--- src/rtl/rf_write_arbiter.sv ---
// rf_write_arbiter
// Shares the register file's single write port between the ALU and LSU
// writeback streams. Each requester owns a one-entry holding register, so
// its ready depends only on that register's occupancy, never on its valid.
// Grant selection is a pure function of registered state. Operand reads
// that target a pending destination, or that coincide with a write, are
// stalled.
//
// Handshake: a request transfers on a rising CLK edge where
// <side>_valid & <side>_ready are both 1. Ready is RST_N & ~holding.valid.
// Valid may rise or fall at any time; nothing observes it until that edge.
// A holding register that drains on an edge cannot accept on that same edge.
module rf_write_arbiter #(
  parameter int W = 8,
  parameter int D = 3
) (
  input  logic         CLK,
  input  logic         RST_N,
  input  logic         alu_valid,
  output logic         alu_ready,
  input  logic [D-1:0] alu_dest,
  input  logic [W-1:0] alu_data,
  input  logic         lsu_valid,
  output logic         lsu_ready,
  input  logic [D-1:0] lsu_dest,
  input  logic [W-1:0] lsu_data,
  input  logic         rd_req,
  input  logic [D-1:0] rd_addr_a,
  input  logic [D-1:0] rd_addr_b,
  output logic         rd_stall,
  output logic [D-1:0] rf_srcA,
  output logic [D-1:0] rf_srcB,
  output logic [W-1:0] rf_writeValue,
  output logic [1:0]   rf_RegWrite,
  output logic         busy
);

  // ALU holding register
  logic         hAValid;
  logic [D-1:0] hADest;
  logic [W-1:0] hAData;

  // LSU holding register
  logic         hLValid;
  logic [D-1:0] hLDest;
  logic [W-1:0] hLData;

  // Relative age of the two entries. ageA: hA accepted strictly before hL.
  // ageL: hL accepted strictly before hA. Both clear: same-edge accept.
  logic ageA;
  logic ageL;

  // Round-robin pointer for same-edge, different-destination ties.
  // 0 = ALU next, 1 = LSU next.
  logic rr;

  logic grantA;
  logic grantL;
  logic grantAny;
  logic ruleRr;
  logic accA;
  logic accL;
  logic hazard;

  // Handshake acceptance for both requesters
  always_comb begin
    alu_ready = RST_N & ~hAValid;
    lsu_ready = RST_N & ~hLValid;
    accA      = alu_valid & alu_ready;
    accL      = lsu_valid & lsu_ready;
  end

  // Grant selection from registered state only; no write while in reset so
  // pending entries are discarded rather than committed.
  always_comb begin
    grantA = 1'b0;
    grantL = 1'b0;
    ruleRr = 1'b0;
    if (RST_N) begin
      if (hAValid && !hLValid) begin
        grantA = 1'b1;
      end else if (!hAValid && hLValid) begin
        grantL = 1'b1;
      end else if (hAValid && hLValid) begin
        if (ageA) begin
          grantA = 1'b1;
        end else if (ageL) begin
          grantL = 1'b1;
        end else if (hADest == hLDest) begin
          // Same destination on the same edge: ALU first so the LSU value
          // is the one left in the register.
          grantA = 1'b1;
        end else begin
          ruleRr = 1'b1;
          if (rr) begin
            grantL = 1'b1;
          end else begin
            grantA = 1'b1;
          end
        end
      end
    end
    grantAny = grantA | grantL;
  end

  // ALU holding register: drain on grant, load on accept (never both)
  always_ff @(posedge CLK) begin
    if (!RST_N) begin
      hAValid <= 1'b0;
    end else if (grantA) begin
      hAValid <= 1'b0;
    end else if (accA) begin
      hAValid <= 1'b1;
      hADest  <= alu_dest;
      hAData  <= alu_data;
    end
  end

  // LSU holding register: drain on grant, load on accept (never both)
  always_ff @(posedge CLK) begin
    if (!RST_N) begin
      hLValid <= 1'b0;
    end else if (grantL) begin
      hLValid <= 1'b0;
    end else if (accL) begin
      hLValid <= 1'b1;
      hLDest  <= lsu_dest;
      hLData  <= lsu_data;
    end
  end

  // Age tracking: an accept while the other entry stays pending marks the
  // other entry as older; any drain makes the ordering meaningless.
  always_ff @(posedge CLK) begin
    if (!RST_N) begin
      ageA <= 1'b0;
      ageL <= 1'b0;
    end else begin
      if (accL) begin
        ageA <= hAValid & ~grantA;
      end else if (grantAny) begin
        ageA <= 1'b0;
      end
      if (accA) begin
        ageL <= hLValid & ~grantL;
      end else if (grantAny) begin
        ageL <= 1'b0;
      end
    end
  end

  // Round-robin pointer advances only on grants decided by the tie rule
  always_ff @(posedge CLK) begin
    if (!RST_N) begin
      rr <= 1'b0;
    end else if (ruleRr) begin
      rr <= ~rr;
    end
  end

  // Read hazard: an operand address matches any pending destination
  always_comb begin
    hazard = 1'b0;
    if (hAValid && ((rd_addr_a == hADest) || (rd_addr_b == hADest))) begin
      hazard = 1'b1;
    end
    if (hLValid && ((rd_addr_a == hLDest) || (rd_addr_b == hLDest))) begin
      hazard = 1'b1;
    end
  end

  // Register-file port drive: the write borrows srcA during a grant cycle
  always_comb begin
    rf_RegWrite   = 2'b00;
    rf_srcA       = rd_addr_a;
    rf_srcB       = rd_addr_b;
    rf_writeValue = '0;
    if (grantA) begin
      rf_RegWrite   = 2'b01;
      rf_srcA       = hADest;
      rf_writeValue = hAData;
    end else if (grantL) begin
      rf_RegWrite   = 2'b01;
      rf_srcA       = hLDest;
      rf_writeValue = hLData;
    end
    busy     = hAValid | hLValid;
    rd_stall = rd_req & (grantAny | hazard);
  end

endmodule

--- config.mk ---
export PLATFORM = sky130hd
export DESIGN_NAME = rf_write_arbiter
export DESIGN_NICKNAME = d
export VERILOG_FILES = /design/src/rtl/rf_write_arbiter.sv
export SDC_FILE = /design/constraint.sdc
export NUM_CORES = 1
export LEC_CHECK = 0
export ABC_AREA = 0
export CAP_MARGIN = 15
export CORE_ASPECT_RATIO = 0.7
export CORE_MARGIN = 3
export CORE_UTILIZATION = 40
export DETAILED_ROUTE_END_ITERATION = 12
export GPL_TIMING_DRIVEN = 0
export PLACE_DENSITY = 0.86
export SLEW_MARGIN = 40
export SYNTH_ARGS = -nofsm -noshare
export SYNTH_HDL_FRONTEND = slang
export SYNTH_SLANG_ARGS = --single-unit
--- constraint.sdc ---
create_clock -name CLK -period 1.8 [get_ports CLK]
set_input_delay 0.36 -clock CLK [delete_from_list [all_inputs] [get_ports CLK]]
set_output_delay 0.36 -clock CLK [all_outputs]
set_load 0.01 [all_outputs]
==> results_dict.tcl <==
set metrics [dict create \
    worstPathArrival_ns 1.84 \
    drtIter0Drc 60 \
    clk_path_buf_depth 2 \
    synth_seq_area_share 0.498 \
    cts.sinks 27 \
    worst_pin_slew_ns 0.582 \
    syn-num-nets 152 \
    failed_checks "setup timing" \
    die_h_um 57.7 \
    final_cell_mix "31 x clkdlybuf4s50_1, 22 x edfxtp_1, 16 x buf_6" \
    grt.total_usage 0.159 \
    die_w_um 79.8 \
    hpwl_um 2570 \
    async_flop_share 0 \
    via_per_inst 5.00 \
    htree_levels 1 \
    place.gp.congestion 0.881 \
    min_period_ns 2.20 \
    drive_above_1_share 0.383 \
    layout.nets 222 \
    maxCapViolCount 0 \
    rsz0062_at_grt "true" \
    cp-end-kind "primary output" \
    clk_pin_slew_worst_paths_ns 0.09 \
    postRouteWirelength_um 3590 \
    cts_tree "yes" \
    drt_pass1_iterations 4 \
    row_count 18 \
    syn_inst 119 \
    ioPinCount 53 \
    irDropWorstVdd_v 0.000387 \
    synth-adder-area-share 0 \
    synth_ff_type "edfxtp_1" \
    insertion_delay_ns 0.27 \
    clock.fmax_mhz 455 \
    area_growth_pct 52.5 \
    initial_utilization 0.424 \
    worstPathRequired_ns 1.44 \
    hold_class "flop to flop" \
    status "complete, but fails checks" \
    power_density_mw_per_mm2 598 \
    crit_fanout 5 \
    synthXorXnorAreaFrac 0.146 \
    skew_ns 0.00110 \
    ys_warn_count 0 \
    drc 0 \
    setup_ws_ns -0.398 \
    hold_violations 0 \
    critPathKind "flop to primary output" \
    grt_pass1_wl_um 5560 \
    vias 1190 \
    core_area_mm2 0.00360 \
    numCtsBuffers 3 \
    final.period_utilization 1.22 \
    netlist_area_mm2 0.00153 \
    synth_compound_area_frac 0.152 \
    synth-edff-count 22 \
    drv_slew 0 \
    n_antenna_cell 0 \
    antenna_found_initial 0 \
    setup_violations 12 \
    cts_hold_buf 0 \
    post_drt_wl_per_cell_um 15.1 \
    root_buffer "clkbuf_8" \
    overflow 0 \
    avgSynthCellArea_um2 12.8 \
    final_common_cell "clkdlybuf4s50_1" \
    leakagePower_nw 0.936 \
    synth_cell_type_count 37 \
    hold_ws_ns 0.563 \
    ant_nets 0 \
    ys_ff_latch 27 \
    start_kind "flop" \
    synth_mux_area_frac 0 \
    slew_headroom 0.612 \
    synth-simple-area-share 0.110 \
    synth_top_family_by_area "compound AO/OA/AOI/OAI gates" \
    grt_start_max_net_pins 16 \
    grt_pass1_vias 1213 \
    port_buffers 51 \
    dieArea_mm2 0.00461 \
    fin_util 0.646 \
]
[metal layers]
| metal | global-route usage | vias to the layer above | wire length (um) |
|---|---|---|---|
| li1 | - | 561 | - |
| met1 | 0.197 | 548 | 1500 |
| met2 | 0.269 | 70 | 1710 |
| met3 | 0.0419 | 11 | 324 |
| met4 | 0.0578 | 0 | 52 |
| met5 | 0 | - | 0 |
[repair_timing]
action,in CTS,in global routing
resized for setup,77,18
buffers inserted,8,6
endpoints found under the setup margin,42,14
cloned,1,0
pin swaps,13,13
[critical path: stages (launching register included)]
cell      delay [ns]
dfxtp_1         0.42
nor2_1          0.09
o311ai_4        0.36
nand2_2         0.14
buf_4           0.18
a22o_1          0.24
buf_2           0.14
[state kept, by name, indices dropped and copies added, names as in the netlist]
register	flops
ageA	1
ageL	1
hAData	8
hADest	3
hAValid	1
hLData	8
hLDest	3
hLValid	1
rr	1
[power by group]
group          switching, mW  internal [mW]  leakage (nW)  total (mW)
logic                  0.143          0.194         0.663       0.336
clock network          0.185          0.155        0.0255       0.340
registers             0.0132          0.703         0.247       0.717
total                  0.341           1.05         0.936        1.39
[metrics by stage]
step	instance area, um2	setup WS [ns]	setup TNS [ns]	cells	total power [mW]
detailed placement	2100	-0.970	-21.90	220	1.04
CTS	2200	-0.389	-4.52	232	1.37
global route	2330	-0.468	-5.31	238	1.45
finish	2330	-0.398	-4.40	238	1.39
floorplan	1530	0.0600	0	119	0.879
global placement	2100	-0.935	-20.03	220	1.03
[cells by family (layout without fill, tap and decap cells)]
family | after synthesis | after routing
buf+inv | 20 | 89
xor+xnor | 19 | 19
other cells | 1 | 1
simple gates | 27 | 27
flops | 27 | 27
compound gates | 25 | 25
[cells in the mapped netlist (2+ instances only)]
cell | n | area, um2
o221ai_2 | 3 | 45.0
nor3_1 | 4 | 20.0
nand3_1 | 4 | 20.0
o31ai_1 | 4 | 30.0
and2_1 | 3 | 18.8
dfxtp_1 | 5 | 100
a22o_1 | 8 | 70.1
buf_6 | 4 | 45.0
o21ai_0 | 4 | 20.0
xnor2_4 | 3 | 82.6
inv_1 | 5 | 18.8
edfxtp_1 | 22 | 661
buf_4 | 9 | 67.6
nand2_1 | 2 | 7.51
a21oi_1 | 2 | 10.0
xor2_1 | 15 | 131
nor2b_1 | 2 | 12.5
[worst paths after layout]
kind	start	endpoint	slack (ns)	cells after the start
setup / recovery	ageL	rf_writeValue[2]	-0.40	6
hold / removal	ageL	ageL	0.56	2
setup reg to reg	hLDest[0]	hAValid	0.21	6
hold reg to reg	ageL	ageL	0.56	2
[area by class of cell]
type,instances,area [um2]
Fill cell,289,1270
Sequential cell,27,767
Multi-Input combinational cell,72,712
Timing Repair Buffer,66,591
Buffer,13,128
Tap cell,50,62.6
Clock buffer,3,41.3
Inverter,6,22.5
Clock inverter,1,5.00
Power figures use the tool's default switching activity.
==> RTL change (same settings) <==
Change the parameter `D` from 3 to 5.
--- a/src/rtl/rf_write_arbiter.sv
+++ b/src/rtl/rf_write_arbiter.sv
@@ -12,7 +12,7 @@
 // A holding register that drains on an edge cannot accept on that same edge.
 module rf_write_arbiter #(
   parameter int W = 8,
-  parameter int D = 3
+  parameter int D = 5
 ) (
   input  logic         CLK,
   input  logic         RST_N,
Interface: changed (6 resized); port bits go from 53 to 65. The function was not compared with the original's and may differ.
==> RTL change against the original RTL <==
The flow still finishes with violations (setup timing); cell count rose by 16%; setup slack got worse by 0.49 ns; routed wire length grew 45%; final area rose by 20%; sequential share of layout area fell by 1.2 points; sequential power increased by 16%; maximum frequency down 18%; sequential cell count increased by 4; total power grew 27%; synthesized area grew 7.6%; via count grew 21%; critical endpoint is now rf_srcA[2].
==> RTL change: results (changes against the original RTL) <==
- Status: finished with violations (unchanged)
- Failing checks: setup timing (unchanged)
- Critical path peak fanout: 4 (was 5)
- Hold_sp: ageA (was ageL)
- Clock Latency Late Sink: 0.27 ns (about the same)
- Pleak: 1.13 nW (was 0.936 nW)
- CP Data Arrival Time: 2.33 ns (was 1.84 ns)
- Worst Hold Path EP: ageA (was ageL)
- Clk slew on worst S/H paths: 0.06 ns (was 0.09 ns)
- Fin Hold WS: 0.532 ns (was 0.563 ns)
- Post-synthesis sequential area ratio: 53.6% (was 49.8%)
- Routed wire length per instance: 18.8 um (was 15.1 um)
- CP delay by family, top: multiplexers (was compound AO/OA/AOI/OAI gates)
- # H-tree levels: 2 (was 1)
- Global-route wire length before repair: 7.66 mm (was 5.56 mm)
- Area after detailed placement: 2370 um^2 (was 2100 um^2)
- First DRT Iteration DRCs: 81 (was 60)
- Synth top area share: 47.5% (was 43.3%)
- Ratio of cells with drive above 1 in the final layout: 44.2% (was 38.3%)
- Final WS setup: -0.889 ns (was -0.398 ns)
- Via count: 1441 (was 1190)
- PortBufs: 63 (was 51)
- R2R Setup Slk: 0.12 ns (was 0.21 ns)
- Vias in the first global route: 1571 (was 1213)
- Async S/R FF share, synth: 0% (unchanged)
- HPWL after DPL: 3.14 mm (was 2.57 mm)
- Top post-synthesis cells by area: edfxtp_1, xnor2_1, dfxtp_1 (was edfxtp_1, xor2_1, dfxtp_1)
- Hold Path Depth: 1 (was 2)
- Syn_area_per_cell: 12.4 um^2 (was 12.8 um^2)
- Critical-path top delay cell: edfxtp_1 (was dfxtp_1)
- Non-filler cells, final: 276 (was 238)
- Register-to-Register Path Depth: 6 (unchanged)
- Final net count: 267 (was 222)
- Gp weighted congestion: 0.814 (was 0.881)
- Worst IR Drop VDD: 0.569 mV (was 0.387 mV)
- Place WS: -1.43 ns (was -0.970 ns)
- Pwr dens: 633 nW/um^2 (was 598 nW/um^2)
- Setup tns final: -10.64 ns (was -4.40 ns)
- Total GRT Usage: 21.5% (was 15.9%)
- Setup violators final: 14 (was 12)
- FF-to-FF Start: hLDest[1] (was hLDest[0])
- TritonCTS Buffers: 5 (was 3)
- Largest net degree at the start of global routing: 16 (unchanged)
- Syn_nets: 173 (was 152)
- Clock Skews: 0.00370 ns (was 0.00110 ns)
- Post-placement cell count: 245 (was 220)
- Layout fillers: 244 (was 289)
- Post-synthesis cell type count: 32 (was 37)
- Top cells by instance count after synthesis: edfxtp_1, xnor2_1, xor2_1 (was edfxtp_1, xor2_1, buf_4)
- RR Endpoint: rr (was hAValid)
- Min-Delay Path Class: register to register (unchanged)
- Post-synth EDFFs: 26 (was 22)
==> RTL change: layout make-up <==
cell class / count / area share [%]
well taps: 50 / 2.24
clock inverters: 2 / 0.314
inverters: 2 / 0.404
flip-flops and latches: 31 / 31.7
multi-input cells: 88 / 31.1
repair buffers: 89 / 28.7
plain buffers: 9 / 3.05
clock buffers: 5 / 2.47
==> RTL change: report_power, final <==
| group | switching (mW) | internal [mW] |
|---|---|---|
| Combinational | 0.184 | 0.262 |
| Clock | 0.231 | 0.256 |
| Sequential | 0.0211 | 0.813 |
==> RTL change: repair_timing <==
action | 4_1_cts | 5_1_grt
gates resized for setup | 111 | 21
hold endpoints to repair | 0 | 0
setup endpoints to repair | 52 | 31
pin swaps | 11 | 21
gates cloned | 1 | 0
setup buffers | 24 | 5
==> RTL change: cells by family (layout without fill, tap and decap cells) <==
logic type | after synthesis | in the layout | share of synthesized area (%)
AND/OR/NAND/NOR | 32 | 32 | 10.8
flip-flops | 31 | 31 | 53.6
XOR/XNOR | 26 | 26 | 13.9
AO/OA/AOI/OAI | 19 | 19 | 8.91
buffers and inverters | 13 | 107 | 5.25
multiplexers | 10 | 10 | 7.31
other | 1 | 1 | 0.228
==> RTL change: layer usage <==
layer | track usage [%] | up-vias | share of wire, %
met1 | 25.4 | 667 | 38
met2 | 37.3 | 92 | 48
met3 | 5.78 | 21 | 11
met4 | 8.39 | 0 | 3.6
li1 | - | 661 | -
met5 | 0 | - | 0
==> RTL change: worst max path at each step <==
stage	slack, ns	from	end
floorplan	-0.43	hADest[1]	rf_srcA[2]
global placement	-1.35	RST_N	rf_srcA[2]
detailed placement	-1.43	RST_N	rf_srcA[2]
CTS	-0.81	hLDest[3]	rf_srcA[2]
global route	-0.93	hADest[0]	rf_srcA[2]
finish	-0.89	hADest[2]	rf_srcA[2]
